$ cat src/rtl/uart_tx_stream.sv
// UART transmitter sink: accepts a word over valid/ready while idle and shifts it
// out as one start bit, DATA_SIZE data bits (LSB first) and one stop bit.
module uart_tx_stream #(
    parameter int DATA_SIZE    = 8,
    parameter int CLKS_PER_BIT = 16
) (
    input  logic                 clk,
    input  logic                 reset,
    input  logic                 in_valid,
    input  logic [DATA_SIZE-1:0] in_data,
    output logic                 in_ready,
    output logic                 tx,
    output logic                 busy
);
    localparam int BW = (CLKS_PER_BIT > 1) ? $clog2(CLKS_PER_BIT) : 1;
    localparam int IW = $clog2(DATA_SIZE + 1);

    localparam logic [BW-1:0] BCNT_LAST = BW'(CLKS_PER_BIT - 1);
    localparam logic [BW-1:0] BCNT_ONE  = BW'(1);
    localparam logic [IW-1:0] BIDX_LAST = IW'(DATA_SIZE - 1);
    localparam logic [IW-1:0] BIDX_ONE  = IW'(1);

    typedef enum logic [1:0] {
        IDLE  = 2'd0,
        START = 2'd1,
        DATA  = 2'd2,
        STOP  = 2'd3
    } state_t;

    state_t               state_q, state_d;
    logic [BW-1:0]        bcnt_q, bcnt_d;
    logic [IW-1:0]        bidx_q, bidx_d;
    logic [DATA_SIZE-1:0] sreg_q, sreg_d;
    logic                 tx_q, tx_d;
    logic                 busy_q, busy_d;
    logic                 accept_s;
    logic                 bit_end_s;

    // Ready depends only on registered state, so upstream valid never loops back here.
    assign in_ready  = (state_q == IDLE) && !reset;
    assign accept_s  = in_valid && in_ready;
    assign bit_end_s = (bcnt_q == BCNT_LAST);

    assign tx   = tx_q;
    assign busy = busy_q;

    // Next-state, counter and shift-register logic for the frame sequencer.
    always_comb begin
        state_d = state_q;
        bcnt_d  = bcnt_q;
        bidx_d  = bidx_q;
        sreg_d  = sreg_q;
        case (state_q)
            IDLE: begin
                if (accept_s) begin
                    state_d = START;
                    sreg_d  = in_data;
                    bcnt_d  = '0;
                    bidx_d  = '0;
                end else begin
                    bcnt_d  = '0;
                end
            end
            START: begin
                if (bit_end_s) begin
                    state_d = DATA;
                    bcnt_d  = '0;
                    bidx_d  = '0;
                end else begin
                    bcnt_d  = bcnt_q + BCNT_ONE;
                end
            end
            DATA: begin
                if (bit_end_s) begin
                    bcnt_d = '0;
                    sreg_d = sreg_q >> 1;
                    bidx_d = bidx_q + BIDX_ONE;
                    if (bidx_q == BIDX_LAST) begin
                        state_d = STOP;
                    end else begin
                        state_d = DATA;
                    end
                end else begin
                    bcnt_d = bcnt_q + BCNT_ONE;
                end
            end
            STOP: begin
                if (bit_end_s) begin
                    state_d = IDLE;
                    bcnt_d  = '0;
                end else begin
                    bcnt_d  = bcnt_q + BCNT_ONE;
                end
            end
            default: begin
                state_d = IDLE;
                bcnt_d  = '0;
                bidx_d  = '0;
            end
        endcase
    end

    // Line level is computed from the next state so the registered tx lines up with it.
    always_comb begin
        tx_d   = 1'b1;
        busy_d = (state_d != IDLE);
        case (state_d)
            START:   tx_d = 1'b0;
            DATA:    tx_d = sreg_d[0];
            default: tx_d = 1'b1;
        endcase
    end

    // State and output registers; reset aborts any frame and drops the latched word.
    always_ff @(posedge clk) begin
        if (reset) begin
            state_q <= IDLE;
            bcnt_q  <= '0;
            bidx_q  <= '0;
            sreg_q  <= '0;
            tx_q    <= 1'b1;
            busy_q  <= 1'b0;
        end else begin
            state_q <= state_d;
            bcnt_q  <= bcnt_d;
            bidx_q  <= bidx_d;
            sreg_q  <= sreg_d;
            tx_q    <= tx_d;
            busy_q  <= busy_d;
        end
    end

`ifdef FORMAL
    localparam int FRAME_CLKS = (DATA_SIZE + 2) * CLKS_PER_BIT;

    a_tx_high: assert property (@(posedge clk) disable iff (reset)
        (state_q == IDLE || state_q == STOP) |-> tx_q);
    a_tx_low: assert property (@(posedge clk) disable iff (reset)
        (state_q == START) |-> !tx_q);
    a_ready_idle: assert property (@(posedge clk) in_ready |-> !busy_q);
    a_bcnt_range: assert property (@(posedge clk) int'(bcnt_q) < CLKS_PER_BIT);
    a_bidx_range: assert property (@(posedge clk) int'(bidx_q) <= DATA_SIZE);
    c_back_to_back: cover property (@(posedge clk) disable iff (reset)
        accept_s ##1 busy_q [*FRAME_CLKS] ##1 accept_s);
`endif

endmodule

$ cat config.mk
export PLATFORM = sky130hd
export DESIGN_NAME = uart_tx_stream
export DESIGN_NICKNAME = d
export VERILOG_FILES = /design/src/rtl/uart_tx_stream.sv
export SDC_FILE = /design/constraint.sdc
export NUM_CORES = 1
export LEC_CHECK = 0
export BUFFER_PORTS_ARGS = -buffer_cell sky130_fd_sc_hd__buf_2
export CORE_AREA = 2 2 55 57
export DETAILED_ROUTE_END_ITERATION = 10
export DIE_AREA = 0 0 57 59
export GPL_ROUTABILITY_DRIVEN = 1
export PLACE_DENSITY_LB_ADDON = 0.05
export SLEW_MARGIN = 25
export SYNTH_ARGS = -nofsm -noshare
export SYNTH_HDL_FRONTEND = slang
export SYNTH_SLANG_ARGS = --single-unit
$ cat constraint.sdc
create_clock -name clk -period 1.22 [get_ports clk]
set_input_delay 0.183 -clock clk [delete_from_list [all_inputs] [get_ports clk]]
set_output_delay 0.183 -clock clk [all_outputs]
set_load 0.05 [all_outputs]
* Word-level counts from Yosys, hierarchy flattened
Cells that the tools add are included.
** Cells by class
- Add/subtract/negate cells :: 2
- $mul :: 0
- Divide/modulo/power cells :: 0
- Order comparisons :: 0
- Eq/ne operators :: 10
- Shift-type cells :: 0
- Mux-type cells :: 16
- Bitwise logic cells :: 0
- Reductions and logical operators :: 10
** Operators with widths (number)
- 2-to-1 mux 4 bit :: 4
- 2-to-1 mux 8 bit :: 2
- one-hot mux 8 bit (2 select lines) :: 1
- one-hot mux 4 bit (3 select lines) :: 1
- adder 4 x 1 -> 4 bit (second input constant) :: 2
- 2-to-1 mux 2 bit :: 4
- one-hot mux 2 bit (4 select lines) :: 1
- one-hot mux 4 bit (2 select lines) :: 1
- == test 2 bit (second input constant) :: 3
- != test 2 bit (second input constant) :: 3
- == test 2 x 1 -> 1 bit (second input constant) :: 2
- == test 4 x 3 -> 1 bit (second input constant) :: 1
- == test 4 bit (second input constant) :: 1
- AND reduction 4 bit :: 1
- nonzero test 2 bit :: 2
- AND reduction 3 bit :: 1
- nonzero test 3 bit :: 1
- OR reduction 3 bit :: 1
- logical AND 1 bit :: 2
- zero test 2 bit :: 1
- one-hot mux 1 bit (2 select lines) :: 1
- zero test 1 bit :: 1
- 2-to-1 mux 1 bit :: 1
** Storage, ports and cells
- Flip-flop bits (word level) :: 20
- Latch bits :: 0
- Bits in writable memories :: 0
- Memory bits (read-only) :: 0
- Input bits :: 11
- Output and inout port bits :: 3
- Logic and storage cells :: 45
- Memories kept :: 0

* Logic depth before layout (Yosys ltp)
- Depth in word-level cells :: 7
- Mapped depth :: 5
- Depth with buffers taken out :: 5

* Worst setup path before layout
Ideal clock, no wire load.
- Path kind :: flip-flop to output port
- Start :: register state_q[1]
- End :: output in_ready
- Arrival :: 1.562 ns
- Data required time :: 1.037 ns
- Setup slack :: -0.525 ns
- Stages on the path, launching flop included :: 3
- Cell sequence :: dfxtp_1 -> buf_4 -> nor3_1
** On the way
- Word-level cells in the longest chain between the ends :: 2
** RTL lines
- from (decl) :: RTL line 30 : state_t state_q, state_d;
- from (signal assigned) :: RTL line 124 : state_q <= state_d;
- zero test 2 bit :: RTL line 40 : assign in_ready = (state_q == IDLE) && !reset;
- logical AND 1 bit :: RTL line 40
- to (decl) :: RTL line 11 : output logic in_ready,
No other way between the ends.

* Final worst setup path
- Start :: register bcnt_q[1]
- End :: register sreg_q[1]
** On the way
- Word-level cells in the longest chain between the ends :: 3
** RTL lines
- from (decl) :: RTL line 31 : logic [BW-1:0] bcnt_q, bcnt_d;
- from (signal assigned) :: RTL line 125 : bcnt_q <= bcnt_d;
- == test 4 bit :: RTL line 42 : assign bit_end_s = (bcnt_q == BCNT_LAST);
- != test 2 bit (no source line)
- AND reduction 3 bit (no source line)
- to (signal assigned) :: RTL line 127 : sreg_q <= sreg_d;
- to (decl) :: RTL line 33 : logic [DATA_SIZE-1:0] sreg_q, sreg_d;
No other way between the ends.
A chain may end at the register's enable or synchronous reset.

==> impl_metrics.ini <==
[status]
outcome = complete, but fails checks
violations = setup timing

[finish]
diodes = 0
layout_common_cells = buf_4 (21), dfxtp_1 (15), buf_6 (13), buf_2 (12), a21oi_1 (8)
final_nets = 165
layout_commonest_cell = buf_4
area_growth_pct = 67.8
fill_cells = 243
drive_gt1_share_pct = 58.9

[route]
drt_wl_total_mm = 2.41
ant_nets = 0
first_iter_violations = 16
dr.pass1.iters = 4
num_vias = 922
avgRoutedWirePerCell_um = 13.3
remaining_drc_errors = 0
vias_per_cell = 5.07

[setup_path]
crit_fanout = 6
end_kind = flip-flop
required_ps = 1450
critical_path.cell_chain = ha_4 > and3_4 > buf_12 > a21oi_4 > nand2_1 > a21oi_1
worstPathArrival_ps = 1580
critical_path_class = reg2reg
slowest_stage = dfxtp_2
reg2reg_depth = 6
r2r_end = sreg_q[1]$_SDFFE_PP0P_
startpoint = bcnt_q[1]$_SDFF_PP0_
reg2reg_slack_ps = -130
crit_family = flip-flops
max_stage_delay_ps = 360
cp.depth = 6
critPathLaunchType = flip-flop
path_buf_inv = 1
worstReg2RegStart = bcnt_q[1]$_SDFF_PP0_
endpoint = sreg_q[1]$_SDFFE_PP0P_

[synth]
yosysWarnings = 0
yosys.area.top_type_share_pct = 42.4
synth_area_leaders = dfxtp_1 (42%), a21oi_1 (6.4%), a22oi_1 (4.8%), nor2_1 (3.6%), nand2_1 (2.8%)
syn_nets = 117
avgSynthCellArea_um2 = 9.08
synth_seq_area_share_pct = 42.4
synth_area_um2 = 945
synth_cell_types = 36
synthCells = 104
synth_largest_area_cell = dfxtp_1
ys_ff_latch = 20

[clocking]
clock_latency_ps = 300
cts_root_buffer = clkbuf_4
cts.clk_slew.worst_paths_ps = 130
cts.sinks = 20
cts_tree = yes
clockBufferDepth = 2
cts_made_buffers = 3
ctsHtreeMaxLevel = 1

[global_route]
gr-total-overflow = 0
grt_use_total_pct = 15.4
grt_pass1_wl_mm = 4.08
grt_max_degree = 12
antenna_found_initial = 0
grt_pass1_vias = 917

[pwr]
pwr-share-clk_pct = 29.6
finalPower_mw = 1.33
power_frac_comb_pct = 18.8
power.switching_mw = 0.349
powerDensity_mw_per_mm2 = 841
p_leak_nw = 0.661
switching_share_pct = 26.2
irDropWorstVdd_mv = 0.672
seq_power_share_pct = 51.6
intPower_mw = 0.984

[floorplanning]
dieArea_mm2 = 0.00336
coreArea_mm2 = 0.00271
floorplan.initialDensity_pct = 34.9
row_count = 19
die_height_um = 59
top_level_ports = 14
die_x_um = 57

[sta]
finalWorstSetupSlack_ps = -129
rsz0062_at_grt = yes
finalCritPeriodShare_pct = 111
hold-worst-slack_ps = 145
period_minus_slack_ps = 1350
slew_headroom_pct = 80.1
hold_viol_final = 0
setup_viol = 18
worstMarginPinSlew_ps = 298
timing.fmax_ghz = 0.741
fin_skew_ps = 9.70
finalMaxSlewViolations = 0

[placement]
port_buffers = 13
globalplace.congestion = 0.784
place_hpwl_mm = 1.53

[hold_path]
hold_path_depth = 3
worstHoldPathType = in2reg

[run]
drv_cap = 0
-- worst reg2reg max path, stage by stage, from the launching register on --
cell and delay [ps]:
dfxtp_2 360, ha_4 180, and3_4 190, buf_12 140, a21oi_4 190, nand2_1 80, a21oi_1 140
-- power by group through the flow --
stage	combinational (mW)	clock, mW	sequential, mW
2_1_floorplan	0.0966	0	0.716
3_3_place_gp	0.183	0	0.701
3_5_place_dp	0.184	0	0.701
4_1_cts	0.233	0.412	0.687
5_1_grt	0.266	0.435	0.692
6_report	0.250	0.395	0.688
-- synthesized netlist by cell type --
cell      count
a211oi_1      1
a21oi_1      12
a21oi_2       3
a221oi_1      1
a22oi_1       6
a311oi_1      1
a31oi_1       1
and2b_4       1
and3_1        1
and3_2        1
and3b_1       1
buf_4         2
buf_6         1
clkbuf_1      2
dfxtp_1      20
ha_1          2
inv_1         2
nand2_1       7
nand2b_1      1
nand2b_2      1
nand3_1       3
nand3b_1      3
nand3b_4      1
nand4_1       1
nand4_2       1
nor2_1        9
nor2_2        1
nor2b_1       3
nor3_1        5
nor4b_2       1
o21ai_0       1
o21ai_1       1
or3_1         2
or3b_1        1
xnor2_1       2
xor2_1        2
-- layout make-up --
class                           count  area, µm²  share of cell area (%)
Clock buffer                        4       36.3                    2.29
Inverter                            2       7.51                   0.474
Multi-Input combinational cell     77        687                    43.3
Sequential cell                    20        412                    26.0
Tap cell                           31       38.8                    2.45
Timing Repair Buffer               48        404                    25.5
-- cells by family (layout without fill, tap and decap cells) --
family / after synthesis / after routing / share of synthesized area [%]
compound gates: 27 / 27 / 18.3
xor+xnor: 4 / 4 / 3.71
fa+ha+maj: 2 / 2 / 2.65
buf+inv: 7 / 54 / 4.37
flops: 20 / 20 / 42.4
simple gates: 44 / 44 / 28.6
-- worst min path at each step --
stage,from,end
after detailed placement,sreg_q[2]$_SDFFE_PP0P_,sreg_q[2]$_SDFFE_PP0P_
after global routing,in_data[7],sreg_q[7]$_SDFFE_PP0P_
after floorplan,in_data[7],sreg_q[7]$_SDFFE_PP0P_
after CTS,in_data[7],sreg_q[7]$_SDFFE_PP0P_
final,in_data[7],sreg_q[7]$_SDFFE_PP0P_
after global placement,sreg_q[2]$_SDFFE_PP0P_,sreg_q[2]$_SDFFE_PP0P_
-- metal layers --
| metal | GRT usage [%] | vias to the layer above | wire, µm |
|---|---|---|---|
| li1 | - | 468 | - |
| met1 | 18.4 | 444 | 1050 |
| met2 | 27.8 | 8 | 1280 |
| met3 | 2.40 | 2 | 71 |
| met4 | 5.65 | 0 | 16 |
| met5 | 0 | - | 0 |
-- timing repair --
action / in CTS / in global routing
pin swaps: 37 / 18
endpoints found under the setup margin: 19 / 20
buffers inserted: 6 / 4
gates resized for setup: 37 / 11
hold buffers: 0 / 0
-- flip-flops by register name, summed over array words and instances, names as in the netlist --
| signal | flops |
|---|---|
| bcnt_q | 4 |
| bidx_q | 4 |
| busy | 1 |
| sreg_q | 8 |
| state_q | 2 |
| tx | 1 |
-- metrics by stage --
step | setup slack [ps] | std cells | util, % | cell area (µm²) | TNS [ps]
after floorplan | -19.3 | 104 | - | 982 | -23.5
after global placement | -116 | 170 | 46.3 | 1250 | -525
after detailed placement | -147 | 170 | 46.3 | 1250 | -877
after CTS | -125 | 179 | 55.1 | 1490 | -777
after global routing | -191 | 182 | 58.5 | 1590 | -2120
final | -129 | 182 | 58.5 | 1590 | -1130
Note: power is estimated with default switching activity, not from simulation.
